**config.mk**
```make
export PLATFORM = sky130hd
export DESIGN_NAME = alu_share_arbiter_flat
export DESIGN_NICKNAME = d
export VERILOG_FILES = /design/src/rtl/alu_share_arbiter_pkg.sv /design/src/rtl/alu_share_arbiter_if.sv /design/src/rtl/alu_share_arbiter_rr_arb2.sv /design/src/rtl/alu_share_arbiter.sv /design/src/flat_wrapper.sv
export SDC_FILE = /design/constraint.sdc
export NUM_CORES = 1
export LEC_CHECK = 0
export ABC_AREA = 1
export BUFFER_PORTS_ARGS = -buffer_cell sky130_fd_sc_hd__buf_2
export CAP_MARGIN = 20
export CORE_MARGIN = 2
export CORE_UTILIZATION = 36
export CTS_CLUSTER_DIAMETER = 50
export DETAILED_ROUTE_END_ITERATION = 7
export GPL_TIMING_DRIVEN = 0
export HOLD_SLACK_MARGIN = 0.06
export PLACE_DENSITY = 0.67
export SYNTH_ARGS = -nofsm -noshare
export SYNTH_HDL_FRONTEND = slang
export SYNTH_SLANG_ARGS = --single-unit
```
**constraint.sdc**
```tcl
create_clock -name clk -period 3.85 [get_ports clk]
set_clock_uncertainty 0.15 [all_clocks]
set_input_delay 0.385 -clock clk [delete_from_list [all_inputs] [get_ports clk]]
set_output_delay 0.385 -clock clk [all_outputs]
set_load 0.1 [all_outputs]
```
**src/rtl/alu_share_arbiter_pkg.sv**
```systemverilog
// Shared definitions for the ALU share arbiter: FSM state encoding,
// requester ids and the ALUop encodings common to ALUdec and the ALU.
package alu_share_arbiter_pkg;

    typedef enum logic [1:0] {
        S_IDLE = 2'd0,
        S_EXEC = 2'd1,
        S_RESP = 2'd2
    } state_t;

    localparam logic REQ_PIPE = 1'b0;   // main pipeline
    localparam logic REQ_AUX  = 1'b1;   // multi-cycle helper unit

    // Width of the ALU latency counter; ALU_LAT must fit in 1..15.
    localparam int CNT_W = 4;

    // ALUop encodings shared with ALUdec / ALU.
    localparam logic [3:0] ALU_ADD = 4'd0;
    localparam logic [3:0] ALU_SUB = 4'd1;
    localparam logic [3:0] ALU_AND = 4'd2;
    localparam logic [3:0] ALU_OR  = 4'd3;
    localparam logic [3:0] ALU_XOR = 4'd4;
    localparam logic [3:0] ALU_SLL = 4'd5;
    localparam logic [3:0] ALU_SRL = 4'd6;
    localparam logic [3:0] ALU_SLT = 4'd7;

endpackage

```
**src/rtl/alu_share_arbiter_if.sv**
```systemverilog
// Bus bundle for the ALU share arbiter: two request channels, the ALU
// operand/result path and the response channel.
//
// Handshake rule for every channel: a transfer happens on the rising clk
// edge where valid and ready are both high. The source holds valid and its
// payload stable until that edge; ready may depend on valid, never on payload.
//
// Modports:
//   slave  - the arbiter itself
//   master - the environment (requesters, ALU and result consumer)
interface alu_share_arbiter_if #(
    parameter int WIDTH = 32,
    parameter int OPW   = 4
) ();
    logic             req0_valid;
    logic             req0_ready;
    logic [WIDTH-1:0] req0_a;
    logic [WIDTH-1:0] req0_b;
    logic [OPW-1:0]   req0_op;

    logic             req1_valid;
    logic             req1_ready;
    logic [WIDTH-1:0] req1_a;
    logic [WIDTH-1:0] req1_b;
    logic [OPW-1:0]   req1_op;

    logic [WIDTH-1:0] alu_a;
    logic [WIDTH-1:0] alu_b;
    logic [OPW-1:0]   alu_op;
    logic [WIDTH-1:0] alu_out;

    logic             resp_valid;
    logic             resp_ready;
    logic             resp_id;
    logic [WIDTH-1:0] resp_data;

    modport slave (
        input  req0_valid, req0_a, req0_b, req0_op,
        output req0_ready,
        input  req1_valid, req1_a, req1_b, req1_op,
        output req1_ready,
        output alu_a, alu_b, alu_op,
        input  alu_out,
        output resp_valid, resp_id, resp_data,
        input  resp_ready
    );

    modport master (
        output req0_valid, req0_a, req0_b, req0_op,
        input  req0_ready,
        output req1_valid, req1_a, req1_b, req1_op,
        input  req1_ready,
        input  alu_a, alu_b, alu_op,
        output alu_out,
        input  resp_valid, resp_id, resp_data,
        output resp_ready
    );
endinterface

```
**src/rtl/alu_share_arbiter_rr_arb2.sv**
```systemverilog
// Two-way round-robin grant, purely combinational.
// Ports:
//   valid[1:0]  - request lines (bit N = requester N)
//   last_grant  - id of the requester served most recently (held by parent)
//   en          - arbiter may grant this cycle
//   grant[1:0]  - one-hot grant, all zero when en is low or nobody requests
module alu_share_arbiter_rr_arb2
    import alu_share_arbiter_pkg::*;
(
    input  logic [1:0] valid,
    input  logic       last_grant,
    input  logic       en,
    output logic [1:0] grant
);
    always_comb begin
        grant = 2'b00;
        if (en) begin
            case (valid)
                2'b01:   grant = 2'b01;
                2'b10:   grant = 2'b10;
                // Tie: the requester that was not served last wins.
                2'b11:   grant = (last_grant == REQ_PIPE) ? 2'b10 : 2'b01;
                default: grant = 2'b00;
            endcase
        end
    end
endmodule

```
**src/rtl/alu_share_arbiter.sv**
```systemverilog
// Shares one external ALU between two requesters. Accepts one operation at
// a time (round-robin on ties), registers operands and ALUop, holds them on
// the ALU for ALU_LAT cycles, then returns the ALU result tagged with the
// requester id. At most one operation is in flight.
// Ports:
//   clk, reset  - clock, synchronous active-high reset
//   bus         - request / ALU / response bundle (slave side)
//   dbg_state   - current FSM state, for observation only
module alu_share_arbiter
    import alu_share_arbiter_pkg::*;
#(
    parameter int WIDTH   = 32,
    parameter int OPW     = 4,
    parameter int ALU_LAT = 1
) (
    input  logic                clk,
    input  logic                reset,
    alu_share_arbiter_if.slave  bus,
    output state_t              dbg_state
);
    if (ALU_LAT < 1 || ALU_LAT > 15) begin : g_lat_check
        $error("alu_share_arbiter: ALU_LAT=%0d outside 1..15", ALU_LAT);
    end

    localparam logic [CNT_W-1:0] CNT_INIT = CNT_W'(ALU_LAT - 1);

    state_t           state_q, state_d;
    logic [CNT_W-1:0] cnt_q;
    logic             last_grant_q;
    logic             id_q;
    logic [WIDTH-1:0] a_q, b_q;
    logic [OPW-1:0]   op_q;
    logic             resp_valid_q;
    logic             resp_id_q;
    logic [WIDTH-1:0] resp_data_q;

    logic             can_accept;
    logic [1:0]       grant;
    logic             accept;
    logic             acc_id;
    logic             exec_done;
    logic             resp_fire;

    // A new op may enter while idle, or in the same cycle the pending result
    // leaves (back-to-back). Readies are forced low while reset is high.
    assign can_accept = !reset &&
                        ((state_q == S_IDLE) || (state_q == S_RESP && bus.resp_ready));

    alu_share_arbiter_rr_arb2 u_arb (
        .valid      ({bus.req1_valid, bus.req0_valid}),
        .last_grant (last_grant_q),
        .en         (can_accept),
        .grant      (grant)
    );

    // grant is non-zero only for a valid requester, so it doubles as accept.
    assign accept     = |grant;
    assign acc_id     = grant[1];
    assign exec_done  = (state_q == S_EXEC) && (cnt_q == '0);
    assign resp_fire  = resp_valid_q && bus.resp_ready;

    always_ff @(posedge clk) begin
        if (reset) state_q <= S_IDLE;
        else       state_q <= state_d;
    end

    always_comb begin
        state_d = state_q;
        case (state_q)
            S_IDLE: if (accept) state_d = S_EXEC;
            S_EXEC: if (cnt_q == '0) state_d = S_RESP;
            S_RESP: if (bus.resp_ready) state_d = accept ? S_EXEC : S_IDLE;
            default: state_d = S_IDLE;
        endcase
    end

    always_ff @(posedge clk) begin
        if (reset) begin
            cnt_q        <= '0;
            last_grant_q <= REQ_AUX;
            id_q         <= REQ_PIPE;
            a_q          <= '0;
            b_q          <= '0;
            op_q         <= '0;
            resp_valid_q <= 1'b0;
            resp_id_q    <= REQ_PIPE;
            resp_data_q  <= '0;
        end else begin
            if (accept) begin
                a_q          <= acc_id ? bus.req1_a  : bus.req0_a;
                b_q          <= acc_id ? bus.req1_b  : bus.req0_b;
                op_q         <= acc_id ? bus.req1_op : bus.req0_op;
                id_q         <= acc_id;
                last_grant_q <= acc_id;
                cnt_q        <= CNT_INIT;
            end else if (state_q == S_EXEC && cnt_q != '0) begin
                cnt_q <= cnt_q - 1'b1;
            end

            // The result register is written only on leaving EXEC, so a
            // stalled result in RESP can never be overwritten.
            if (exec_done) begin
                resp_data_q  <= bus.alu_out;
                resp_id_q    <= id_q;
                resp_valid_q <= 1'b1;
            end else if (resp_fire) begin
                resp_valid_q <= 1'b0;
            end
        end
    end

    assign bus.req0_ready = grant[0];
    assign bus.req1_ready = grant[1];
    assign bus.alu_a      = a_q;
    assign bus.alu_b      = b_q;
    assign bus.alu_op     = op_q;
    assign bus.resp_valid = resp_valid_q;
    assign bus.resp_id    = resp_id_q;
    assign bus.resp_data  = resp_data_q;
    assign dbg_state      = state_q;
endmodule
```
**src/flat_wrapper.sv**
```systemverilog
// flat-port wrapper written by rule: the top's interface ports become plain ports
module alu_share_arbiter_flat import alu_share_arbiter_pkg::*;
#(
    parameter int WIDTH   = 32,
    parameter int OPW     = 4,
    parameter int ALU_LAT = 1
)
  (clk, reset, dbg_state, bus_req0_valid, bus_req0_a, bus_req0_b, bus_req0_op, bus_req0_ready, bus_req1_valid, bus_req1_a, bus_req1_b, bus_req1_op, bus_req1_ready, bus_alu_a, bus_alu_b, bus_alu_op, bus_alu_out, bus_resp_valid, bus_resp_id, bus_resp_data, bus_resp_ready);
  alu_share_arbiter_if #(.WIDTH(WIDTH), .OPW(OPW)) bus_i ();
  input  logic clk;
  input  logic reset;
  output state_t dbg_state;
  input wire logic [$bits(bus_i.req0_valid)-1:0] bus_req0_valid;
  input wire logic [$bits(bus_i.req0_a)-1:0] bus_req0_a;
  input wire logic [$bits(bus_i.req0_b)-1:0] bus_req0_b;
  input wire logic [$bits(bus_i.req0_op)-1:0] bus_req0_op;
  output wire logic [$bits(bus_i.req0_ready)-1:0] bus_req0_ready;
  input wire logic [$bits(bus_i.req1_valid)-1:0] bus_req1_valid;
  input wire logic [$bits(bus_i.req1_a)-1:0] bus_req1_a;
  input wire logic [$bits(bus_i.req1_b)-1:0] bus_req1_b;
  input wire logic [$bits(bus_i.req1_op)-1:0] bus_req1_op;
  output wire logic [$bits(bus_i.req1_ready)-1:0] bus_req1_ready;
  output wire logic [$bits(bus_i.alu_a)-1:0] bus_alu_a;
  output wire logic [$bits(bus_i.alu_b)-1:0] bus_alu_b;
  output wire logic [$bits(bus_i.alu_op)-1:0] bus_alu_op;
  input wire logic [$bits(bus_i.alu_out)-1:0] bus_alu_out;
  output wire logic [$bits(bus_i.resp_valid)-1:0] bus_resp_valid;
  output wire logic [$bits(bus_i.resp_id)-1:0] bus_resp_id;
  output wire logic [$bits(bus_i.resp_data)-1:0] bus_resp_data;
  input wire logic [$bits(bus_i.resp_ready)-1:0] bus_resp_ready;
  assign bus_i.req0_valid = bus_req0_valid;
  assign bus_i.req0_a = bus_req0_a;
  assign bus_i.req0_b = bus_req0_b;
  assign bus_i.req0_op = bus_req0_op;
  assign bus_req0_ready = bus_i.req0_ready;
  assign bus_i.req1_valid = bus_req1_valid;
  assign bus_i.req1_a = bus_req1_a;
  assign bus_i.req1_b = bus_req1_b;
  assign bus_i.req1_op = bus_req1_op;
  assign bus_req1_ready = bus_i.req1_ready;
  assign bus_alu_a = bus_i.alu_a;
  assign bus_alu_b = bus_i.alu_b;
  assign bus_alu_op = bus_i.alu_op;
  assign bus_i.alu_out = bus_alu_out;
  assign bus_resp_valid = bus_i.resp_valid;
  assign bus_resp_id = bus_i.resp_id;
  assign bus_resp_data = bus_i.resp_data;
  assign bus_i.resp_ready = bus_resp_ready;
  alu_share_arbiter #(.WIDTH(WIDTH), .OPW(OPW), .ALU_LAT(ALU_LAT)) u_core (.clk(clk), .reset(reset), .bus(bus_i), .dbg_state(dbg_state));
endmodule
```
# == Word-level counts from Yosys, hierarchy flattened ==
# Index checks and enable logic that the tools add are counted.
# word_totals
regBits,110
input_bits,173
output_inout_bits,106
elab_cells,46
# classes
n_addsub,1
eq_ne,8
n_mux,13
reduce_logical,14
# op_table
cell,n
2-to-1 mux 32 bit,2
one-hot mux 2 bit (3 select lines),2
2-to-1 mux 2 bit,5
equality test 2 bit (second input constant),3
logical AND 1 bit,5
equality test 2 x 1 -> 1 bit (second input constant),2
zero test 4 bit,1
2-to-1 mux 4 bit,1
!= test 2 x 1 -> 1 bit (second input constant),2
nonzero test 4 bit,1
subtractor 4 x 1 -> 4 bit (second input constant),1
2-to-1 mux 1 bit,3
AND reduction 3 bit,1
OR reduction 3 bit,1
zero test 2 bit,1
!= test 2 bit (second input constant),1
nonzero test 2 bit,1
OR reduction 2 bit,1
zero test 1 bit,1
logical OR 1 bit,1

# == Depth between registers and ports, before layout ==
# Gate-level depths: netlist of the first run.
# depth
depth_word,9
depth_mapped,9
mapped_depth_nobuf,8

# == By module ==
# A second synthesis of the first run with hierarchy kept.
# hier_totals
hier_cells,669
hier_area_um2,4563.1
# by_module_without_submodules
mod,n_inst,cells_each,area_per_inst_um2,seq_area_each_um2
alu_share_arbiter,1,664,4541.9,2202.1
alu_share_arbiter_rr_arb2,1,5,21.3,0.0

# == Least setup slack after synthesis of the first run ==
# No wires, ideal clock.
# synth_timing
kind,register to output
from,"register u_core.state_q[1], in the netlist u_core.dbg_state[1]"
to,output bus_req0_ready
arrival_time_ps,1767
required_time_ps,3315
slack_ps,1548
stages_incl_launch_ff,6
path_buffers,0
path_cell_list,dfxtp_1 -> nand2_1 -> nand2_2 -> inv_2 -> nand2_1 -> inv_1
# synth_between
elab_chain_cells,5
elab_cells_between_ends,6
classes_between,eq/ne: 1; mux: 1; reduce/logical: 4
# synth_lines
item,line_no,text
"start, declared",alu_share_arbiter.sv:27,"state_t state_q, state_d;"
"start signal, assigned",alu_share_arbiter.sv:64,else state_q <= state_d;
equality test 2 bit,alu_share_arbiter.sv:47,((state_q == S_IDLE) || (state_q == S_RESP && bus.resp_ready));
logical AND 1 bit,alu_share_arbiter.sv:47,
logical OR 1 bit (*),alu_share_arbiter.sv:47,
logical AND 1 bit (*),alu_share_arbiter.sv:46,assign can_accept = !reset &&
2-to-1 mux 2 bit (*),alu_share_arbiter_rr_arb2.sv:17,if (en) begin
"end, declared",flat_wrapper.sv:17,output wire logic [$bits(bus_i.req0_ready)-1:0] bus_req0_ready;
# Every way passes the cells marked *; elsewhere a longest branch is shown, timed or not.

# == Final worst setup path of the first run ==
# layout_timing
from,"register u_core.state_q[0], in the netlist u_core.dbg_state[0]"
to,output bus_req1_ready
# layout_between
elab_chain_cells,5
elab_cells_between_ends,6
classes_between,eq/ne: 1; mux: 1; reduce/logical: 4
# layout_lines
item,line_no,text
equality test 2 bit,alu_share_arbiter.sv:47,
logical AND 1 bit,alu_share_arbiter.sv:47,
logical OR 1 bit (*),alu_share_arbiter.sv:47,
logical AND 1 bit (*),alu_share_arbiter.sv:46,
2-to-1 mux 2 bit (*),alu_share_arbiter_rr_arb2.sv:17,
"end, declared",flat_wrapper.sv:22,output wire logic [$bits(bus_i.req1_ready)-1:0] bus_req1_ready;
# Marked as above.

==> results of run 1 <==
-- per-layer routing --
layer  routed length (um)  vias up
met1                 6820     2423
met3                 1410       13
met2                 7510      210
met4                  195        0
met5                    0        -
li1                     -     2959
-- final cells by class --
| type | instances | share of cell area |
|---|---|---|
| multi-input combinational | 484 | 0.296 |
| inverter | 152 | 0.0811 |
| clock inverter | 6 | 0.00960 |
| clock buffer | 10 | 0.0340 |
| sequential | 110 | 0.313 |
| buffer | 45 | 0.0363 |
| tap | 180 | 0.0320 |
| timing repair buffer | 278 | 0.198 |
-- critical path, cell delays in order (launching register included) --
cell	delay, ns
dfxtp_1	0.33
nor2_2	0.14
nand2_2	0.12
nor2_4	0.19
buf_2	0.25
buf_2	0.46
-- sequential cells by signal (all words and copies together) (netlist names) --
name and count:
u_core.bus.alu_a 32, u_core.dbg_state 2, u_core.bus.resp_valid 1, u_core.id_q 1
u_core.bus.alu_op 4, u_core.cnt_q 4, u_core.bus.resp_data 32, u_core.last_grant_q 1
u_core.bus.alu_b 32, u_core.bus.resp_id 1
-- cells in the mapped netlist (all sizes together) --
master / number / area (um^2)
dfxtp: 110 / 2200
o21ai: 38 / 194
clkbuf: 13 / 48.8
nor2: 71 / 277
nand2: 227 / 857
buf: 32 / 206
a21oi: 7 / 38.8
nand3: 140 / 706
ha: 1 / 12.5
inv: 152 / 571
-- stage by stage --
step / setup WS [ns] / hold slack (ns) / instance area, um^2 / utilization
6_report: 1.48 / 0.134 / 7040 / 0.507
4_1_cts: 1.42 / 0.120 / 7040 / 0.507
5_1_grt: 1.36 / 0.127 / 7040 / 0.507
3_3_place_gp: 1.62 / 0.296 / 6730 / 0.485
3_5_place_dp: 1.61 / 0.306 / 6730 / 0.485
2_1_floorplan: 1.55 / 0.279 / 5110 / -
-- cell families after synthesis --
logic type      after synthesis  synth area share
compound gates               45            0.0455
buf+inv                     197             0.162
fa+ha+maj                     1           0.00245
simple gates                438             0.360
flops                       110             0.431
-- power by group through the flow --
stage | Sequential, mW | Combinational, mW | Clock [mW]
floorplan | 2.28 | 0.299 | 0
global placement | 1.36 | 1.53 | 0
detailed placement | 1.36 | 1.53 | 0
CTS | 1.33 | 1.53 | 0.991
global route | 1.35 | 1.61 | 1.04
finish | 1.33 | 1.52 | 0.964
-- worst min-delay path by stage --
stage,to,from,slack (ns)
after global placement,u_core.last_grant_q,u_core.last_grant_q,0.30
after global routing,u_core.bus.resp_data[30],bus_alu_out[30],0.13
after CTS,u_core.bus.resp_valid,reset,0.12
after detailed placement,u_core.bus.alu_op[0],u_core.bus.alu_op[0],0.31
final,u_core.bus.resp_data[27],bus_alu_out[27],0.13
after floorplan,u_core.last_grant_q,u_core.last_grant_q,0.28
==> results.md, run 1 <==
* Max VDD drop at 0.302 mV
* Wire length per cell at 12.6 um
* Drt total wl at 15900 um
* Number of routed nets with antenna violations at 0
* Outcome: complete, no violations
* Synth Instances at 791
* # H-tree levels at 3
* Combinational group share of total power at 0.398
* Int Pwr at 2.07 mW
* Core area at 0.0139 mm^2
* Syn nets at 965
* Sw Share at 0.459
* Layout Nets at 1254
* Worst R2R Start: u_core.cnt_q[0]
* Switching power at about 1.8 mW
* First-pass GRT wire length at ~24000 um
* Max Cap Viol at 0
* Global Route met1 Usage at 0.241
* # fillers at between 1000 and 1500
* Yosys Warn Count at 0
* Root buffer cell: clkbuf_16
* Worst reg-to-reg path cell count at 6
* Max Freq at about 420 MHz
* Worst hold path class: in -> reg
* GRT overflow at 0
* Crit share post-route at 0.616
* TritonCTS buffer count at 9
* R2r setup slk at 2.10 ns
* Vias/cell at 4.43
* Hold Path Stages at 3
* Data arrival time of the worst path at 1.84 ns
* Setup violators final at 0
* CP endpoint kind: output port
* Maximum fanout along the worst path at 10
* Fraction of layout cells with a size suffix above 1 at 0.309
* Slew Viols, Final at 0
* Unique masters post-synth at 19
* DRC at 0
* Crit path capture: bus_req1_ready
* Setup repair bufs after CTS at 0
* Met2 usage at 0.363
* Die footprint at around 0.015 mm^2
* Vias in the first global route at 4955
* Clock power share at 0.252
* Clock sinks at 110
* Initial antenna violation count at 0
* Total power at between 3 and 4 mW
* Total track usage at 0.204
* Largest net degree at the start of global routing at 19
* Die width at 123 um
* Dpl hpwl at 12500 um
* CTS Buffer Depth at 2
* Area Growth Syn to Fin at 37.6%
* Setup crit start kind: register
* Worst Tran Pin Value at around 0.54 ns
* Crit path kind: reg -> out
* N_diodes at 0
* Sequential cell area at 0.00220 mm^2
* RSZ-0062 raised after global routing: false
* Met3 usage at 0.0554
* Commonest non-fill, non-tap cell in the layout: buf_2
* Initial Util at 0.368
* Post-cts sizing count at 0
* Hold buffers post-CTS at 0
* Final std cells w/o fill at 1265
* DR vias at roughly 5600
* Dpl cells at roughly 1200
* Pleak at between 4 and 5 nW
* Commonest cells after routing, fill and taps aside: buf_2 (299), nand2_1 (225), inv_1 (150)
* Worst setup path startpoint: u_core.dbg_state[0]
* Seq/Total Area, Yosys at 0.431
* DRT Pass-1 Iters at 4
* Clock latency at the later pin of the worst-skew pair at 0.35 ns
* Power density cells at 543 mW/mm^2
* Buffers on Ports at 278
* #FFs+latches synth at 110
* Relative slew slack at 0.640
* Sequential power share at 0.349
* RD Place Congestion at 0.815
* Io pins at 279
* Min Tclk post-route at 2.37 ns
* Final Hold Vio Count at 0
* Most utilized layer in the global route result: met2
* Avg Cell Area, Syn at 6.46 um^2
* Clock tree from TritonCTS: built
* Initial DRC count at 295
* R2R Path End: u_core.bus.resp_data[13]
* Syn Std Cell Area at 0.00511 mm^2
* Die Y at approximately 120 um
* Row count at 43
* Area of the multi-input gates at 0.00208 mm^2
* Worst-path clk slew at roughly 0.08 ns
* WP data required at 3.31 ns
* Setup TNS at 0 ns
No activity file was read; power rests on OpenSTA's default activity.
==> run 2, diff against run 1 <==
--- a/config.mk
+++ b/config.mk
@@ -5,7 +5,7 @@
 export SDC_FILE = /design/constraint.sdc
 export NUM_CORES = 1
 export LEC_CHECK = 0
-export ABC_AREA = 1
+export ABC_AREA = 0
 export BUFFER_PORTS_ARGS = -buffer_cell sky130_fd_sc_hd__buf_2
 export CAP_MARGIN = 20
 export CORE_MARGIN = 2
@@ -14,7 +14,7 @@
 export DETAILED_ROUTE_END_ITERATION = 7
 export GPL_TIMING_DRIVEN = 0
 export HOLD_SLACK_MARGIN = 0.06
-export PLACE_DENSITY = 0.67
+export PLACE_DENSITY = 0.68
 export SYNTH_ARGS = -nofsm -noshare
 export SYNTH_HDL_FRONTEND = slang
 export SYNTH_SLANG_ARGS = --single-unit
==> constraint.sdc (replaced) <==
create_clock -name clk -period 2.4 [get_ports clk]
set_clock_uncertainty 0.15 [all_clocks]
set_input_delay 0.24 -clock clk [delete_from_list [all_inputs] [get_ports clk]]
set_output_delay 0.24 -clock clk [all_outputs]
set_load 0.1 [all_outputs]
==> run 2 against run 1 <==
Routed wire length up 23%. Die area is 4.3% lower. Register-to-register slack lost 2.0 ns. Worst hold slack got worse by 0.071 ns. First-iteration DRC count grew 24%. Non-clock buffer count grew 176. Design area grew 20%.
==> results.md, run 2 <==
* Ys flop type: dfxtp_1
* Int Pwr at between 3 and 4 mW
* R2r setup slk at about 0.12 ns
* Io pins at 279
* Number of routed nets with antenna violations at 0
* CTS Buffer Depth at 2
* Initial Util at 0.369
* Max VDD drop at approximately 0.45 mV
* Synth top area share at 0.451
* Slowest-stage cell, CP: or4b_1
* Dpl hpwl at 12100 um
* Avg Cell Area, Syn at ~9.4 um^2
* Max Freq at 436 MHz
* Total track usage at 0.261
* Die footprint at 0.0145 mm^2
* WP data required at 2.01 ns
* Buffers on Ports at approximately 280
* Fraction of registers with async set/reset at 0
* Worst Tran Pin Value at 0.622 ns
* #FFs+latches synth at 110
* Wire length per cell at ~17 um
* RD Place Congestion at approximately 0.82
* Clock latency at the later pin of the worst-skew pair at 0.35 ns
* Clock tree from TritonCTS: built
* Worst reg-to-reg path cell count at 6
* Vias/cell at 5.31
* Core area at 0.0132 mm^2
* Power density cells at 685 mW/mm^2
* Commonest cells post-synth: dfxtp_1 (110), o21ai_0 (91), mux2i_1 (68), o311ai_0 (68), a21oi_1 (39)
* Worst R2R Start: u_core.last_grant_q
* CP max stage delay at 0.63 ns
* Crit path kind: reg -> out
* Hold path startpoint: bus_req0_b[15]
* Most common cell in the netlist: dfxtp_1
* Worst hold path class: in -> reg
* Relative slew slack at 0.584
* Critical-path cell list: buf_2 -> or4b_1 -> nor2_4 -> buf_6
* Hold WS at 0.0629 ns
* DRT Pass-1 Iters at 5
* Hold Path Stages at 3
* Row count at 42
* Drt total wl at between 15000 and 20000 um
* Initial DRC count at 367
* Syn Std Cell Area at about 0.0049 mm^2
* Area Growth Syn to Fin at 72.2%
* N_diodes at 0
* Combinational group share of total power at 0.384
* Worst-path clk slew at 0.07 ns
* Commonest non-fill, non-tap cell in the layout: buf_2
* Die Y at between 100 and 150 um
* Outcome: complete, no violations
* RSZ-0062 raised after global routing: false
* Layout Nets at 1140
* Setup violators final at 0
* Min Tclk post-route at 2.29 ns
* Max Cap Viol at 0
* # fillers at 1121
* Unique masters post-synth at 38
* Area leader, netlist: dfxtp_1
* Vias in the first global route at around 6200
* Fraction of layout cells with a size suffix above 1 at 0.332
* Yosys Warn Count at 0
* Slew Viols, Final at 0
* First-pass GRT wire length at 30300 um
* Synth Instances at 519
* R2R Path End: u_core.bus.alu_b[12]
* Maximum fanout along the worst path at 10
* # H-tree levels at 3
* GRT overflow at 0
* Largest net degree at the start of global routing at 17
* DR vias at 6081
* Sequential power share at 0.359
* Seq/Total Area, Yosys at 0.451
* Die width at around 120 um
* Syn nets at 693
* Setup crit start kind: register
* Root buffer cell: clkbuf_16
* Worst Hold End: u_core.bus.alu_b[15]
* TritonCTS buffer count at 9
* Crit share post-route at 0.956
* Data arrival time of the worst path at about 1.9 ns
* Post-synth EDFFs at 0
* DRC at 0
* Clock sinks at 110
* Clock power share at 0.257
* Pleak at 3.70 nW
* Ranking of synthesized cells by area: dfxtp_1 (45%), mux2i_1 (14%), o311ai_0 (12%), o21ai_0 (9.3%), a21oi_1 (4.0%)
* CP endpoint kind: output port
* Commonest cells after routing, fill and taps aside: buf_2 (282), dlygate4sd3_1 (159), dfxtp_1 (108)
* Initial antenna violation count at 1
* Switching power at 2.37 mW
* Sw Share at 0.412
* Setup TNS at 0 ns
* Final Hold Vio Count at 0
==> run 2: cell count changes in the layout (fill, tap and decap cells not counted), sizes merged, moves of 68 or more <==
cell | before | now
inv | 154 | 3
o311ai | 0 | 68
nand2 | 227 | 2
dlygate4sd3 | 0 | 159
nand3 | 140 | 34
mux2i | 0 | 68
==> run 2: how the worst max path moves through the flow <==
stage	cells after the start	start	slack [ns]	endpoint
2_1_floorplan	4	u_core.dbg_state[1]	0.16	bus_req0_ready
3_3_place_gp	6	bus_req0_valid	-0.01	bus_req1_ready
3_5_place_dp	6	bus_req1_valid	-0.04	bus_req1_ready
4_1_cts	4	u_core.dbg_state[0]	0.02	bus_req0_ready
5_1_grt	6	u_core.last_grant_q	0.01	u_core.bus.alu_a[25]
6_report	4	u_core.dbg_state[0]	0.11	bus_req0_ready
==> run 2: cell families (layout without fill, tap and decap cells) <==
group | after synthesis | after routing | synth area share
AOI/OAI and AO/OA | 216 | 216 | 0.278
adders and majority gates | 1 | 1 | 0.00256
buffers and inverters | 66 | 517 | 0.0617
DFF | 110 | 110 | 0.451
muxes | 68 | 68 | 0.139
and+or+nand+nor | 58 | 58 | 0.0681
==> run 2: critical path, delay by kind of cell, from the launching register on <==
kind	cells	cell delay, ns
buf+inv	2	0.45
flops	1	0.36
simple gates	2	0.75
==> run 2: what timing repair did <==
action                                  4_1_cts  5_1_grt
gates cloned                                  0        0
hold endpoints to repair                     97        1
resized for setup                             2       10
setup buffers                                 0        0
hold buffers                                158        1
endpoints found under the setup margin        2       14
pin swaps                                     0        0
==> run 2: layer usage <==
| layer | vias up | routed length, um | part of all wire | GRT usage |
|---|---|---|---|---|
| met3 | 70 | 1270 | 0.065 | 0.0778 |
| li1 | 2899 | - | - | - |
| met1 | 2841 | 7640 | 0.39 | 0.280 |
| met5 | - | 26 | 0.0013 | 0 |
| met2 | 269 | 9780 | 0.50 | 0.465 |
| met4 | 2 | 861 | 0.044 | 0.130 |
==> run 2: per-stage QoR <==
step	util	power, mW	worst slack [ns]	area [um^2]	cells
6_report	0.635	5.77	0.107	8410	1146
5_1_grt	0.635	5.99	0.0117	8410	1146
4_1_cts	0.633	5.76	0.0206	8380	1145
3_5_place_dp	0.491	4.07	-0.0378	6510	973
3_3_place_gp	0.491	4.06	-0.0135	6510	973
2_1_floorplan	-	3.62	0.160	4900	519
==> run 2: power by group through the flow <==
stage / sequential, mW / clock, mW / combinational [mW]
final: 2.07 / 1.48 / 2.22
after global routing: 2.08 / 1.60 / 2.30
after CTS: 2.06 / 1.52 / 2.18
after detailed placement: 2.11 / 0 / 1.96
after global placement: 2.10 / 0 / 1.96
after floorplan: 3.23 / 0 / 0.390
==> run 2: layout make-up <==
class	count	area (um^2)	share of cell area
plain buffers	62	300	0.0357
flip-flops and latches	110	2200	0.262
repair buffers	437	2990	0.356
multi-input cells	343	2400	0.285
clock inverters	4	47.5	0.00565
clock buffers	11	243	0.0288
well taps	176	220	0.0262
inverters	3	11.3	0.00134
==> run 3, diff against run 2 <==
--- a/config.mk
+++ b/config.mk
@@ -8,6 +8,7 @@
 export ABC_AREA = 0
 export BUFFER_PORTS_ARGS = -buffer_cell sky130_fd_sc_hd__buf_2
 export CAP_MARGIN = 20
+export CORE_ASPECT_RATIO = 0.7
 export CORE_MARGIN = 2
 export CORE_UTILIZATION = 36
 export CTS_CLUSTER_DIAMETER = 50
==> constraint.sdc (replaced) <==
create_clock -name clk -period 2.4 [get_ports clk]
set_clock_uncertainty 0.15 [all_clocks]
set_input_delay 0.24 -clock clk [delete_from_list [all_inputs] [get_ports clk]]
set_output_delay 0.24 -clock clk [all_outputs]
set_load 0.02 [all_outputs]
==> run 3 against run 2 <==
Clock power is 4% higher. Critical path depth up 2. Via count is 0.87% lower. Combinational power shrank 45%. Register-to-register slack got worse by 0.04 ns. Setup slack got worse by 0.025 ns. Global-route usage down 0.39 points. Worst hold slack improved by 0.0046 ns. Fmax is 1.1% lower. First-iteration DRC count down 25%. Sequential power barely moved.
==> results.md, run 3 (synthesis results as in run 2) <==
* Outcome: complete, no violations
* Power density cells at 584 mW/mm^2
* Vias/cell at 5.27
* Worst-path clk slew at about 0.080 ns
* Maximum fanout along the worst path at 16
* Area of the multi-input gates at 0.00238 mm^2
* Critical-path cell list: a21boi_0 -> clkbuf_4 -> buf_2 -> mux2i_1 -> dlygate4sd3_1 -> o21ai_0
* Max VDD drop at 0.380 mV
* Die width at ~140 um
* Crit path kind: reg -> reg
* Crit share post-route at 0.966
* Dpl hpwl at 12400 um
* Final Util at 0.627
* TritonCTS buffer count at 9
* First-pass GRT wire length at 29600 um
* Die footprint at 0.0145 mm^2
* CP max stage delay at 0.56 ns
* RD Place Congestion at 0.888
* Setup repair bufs after CTS at 0
* Final Hold Vio Count at 0
* Clock latency at the later pin of the worst-skew pair at 0.34 ns
* Most utilized layer in the global route result: met2
* CTS Buffer Depth at 2
* DRC at 0
* Number of routed nets with antenna violations at 0
* Slowest-stage cell, CP: dlygate4sd3_1
* Global Route met1 Usage at 0.311
* Setup violators final at 0
* Area Growth Syn to Fin at 69.6%
* Fraction of layout cells with a size suffix above 1 at 0.333
* Io pins at between 200 and 300
* Pleak at 3.66 nW
* Max Freq at about 430 MHz
* Clock tree from TritonCTS: built
* Hold WS at slightly below 0.07 ns
* CP endpoint kind: register
* Slew Viols, Final at 0
* Vias in the first global route at 5961
* Layout Nets at 1128
* Setup TNS at 0 ns
* DRT Pass-1 Iters at 5
* Data arrival time of the worst path at roughly 2.4 ns
* Min Tclk post-route at 2.32 ns
* Worst path bufs/invs at 3
* Buffers on Ports at 278
* Core area at 0.0132 mm^2
* # H-tree levels at 3
* Root buffer cell: clkbuf_16
* # fillers at 1124
* Commonest non-fill, non-tap cell in the layout: buf_2
* Total track usage at 0.257
* RSZ-0062 raised after global routing: true
* Drt total wl at 19500 um
* DR vias at about 6000
* Initial Util at 0.369
* Row count at 35
* Met3 usage at 0.0619
* Met2 usage at 0.442
* Die Y at 101 um
* Max Cap Viol at 0
* Sequential cell area at 0.00220 mm^2
* Total power at 4.84 mW
* Worst Tran Pin Value at 0.592 ns
* N_diodes at 0
* Final std cells w/o fill at around 1100
* Initial DRC count at 274
* CP delay by family, top: buffers and inverters
* Largest net degree at the start of global routing at 20
* Initial antenna violation count at 0
* Wire length per cell at 17.1 um
* GRT overflow at 0
* Relative slew slack at 0.604
* Setup crit start kind: register
* Worst hold path class: in -> reg
* R2r setup slk at 0.08 ns
* Clock sinks at 110
* Dpl cells at 982
* WP data required at 2.46 ns
* Commonest cells after routing, fill and taps aside: buf_2 (286), dlygate4sd3_1 (147), dfxtp_1 (110)
## run 3: changes by cell type in the layout (fill, tap and decap cells not counted), moves of 2 or more
| cell | delta |
|---|---|
| dlygate4sd3_1 | -12 |
| buf_2 | +4 |
| inv_6 | +3 |
| buf_4 | -2 |
| dfxtp_1 | +2 |
| dfxtp_2 | -2 |
## run 3: report_power, final
part,switching (mW),internal [mW]
logic,0.672,0.561
registers,0.0802,1.99
clock network,0.717,0.826
total,1.47,3.37
## run 3: final timing paths
path                                         startpoint  cells after the start                 endpoint
worst max register to register      u_core.last_grant_q                      6     u_core.bus.alu_b[14]
worst min-delay path                      bus_req1_b[4]                      3      u_core.bus.alu_b[4]
worst min register to register  u_core.bus.resp_data[3]                      2  u_core.bus.resp_data[3]
worst max-delay path                u_core.last_grant_q                      6     u_core.bus.alu_b[14]
## run 3: metrics by stage
step | area [um^2] | setup WS [ns]
after global routing | 8290 | -0.0103
after detailed placement | 6510 | 0.224
after global placement | 6510 | 0.262
final | 8290 | 0.0820
after CTS | 8280 | 0.0210
after floorplan | 4890 | 0.540
## run 3: what timing repair did
| item | 4_1_cts | 5_1_grt |
|---|---|---|
| resized for setup | 0 | 5 |
| hold buffers | 147 | 0 |
| hold endpoints to repair | 92 | 0 |
| endpoints found under the setup margin | 1 | 14 |
## run 3: worst reg2reg max path, cell delays in order, from the launching register on
cell and delay, ns:
dfxtp_1 0.33, a21boi_0 0.15, clkbuf_4 0.33, buf_2 0.37
mux2i_1 0.23, dlygate4sd3_1 0.56, o21ai_0 0.08
## run 3: layer usage
metal / up-vias / part of all wire
li1: 2880 / -
met1: 2832 / 0.43
met2: 265 / 0.48
met3: 51 / 0.064
met4: 0 / 0.030
met5: - / 0
## run 3: area by class of cell
| cell class | instances | share of cell area |
|---|---|---|
| Timing Repair Buffer | 425 | 0.345 |
| Clock buffer | 9 | 0.0272 |
| Sequential cell | 110 | 0.266 |
| Multi-Input combinational cell | 343 | 0.287 |
| Tap cell | 185 | 0.0279 |
| Clock inverter | 7 | 0.00936 |
| Buffer | 62 | 0.0356 |
| Inverter | 3 | 0.00136 |
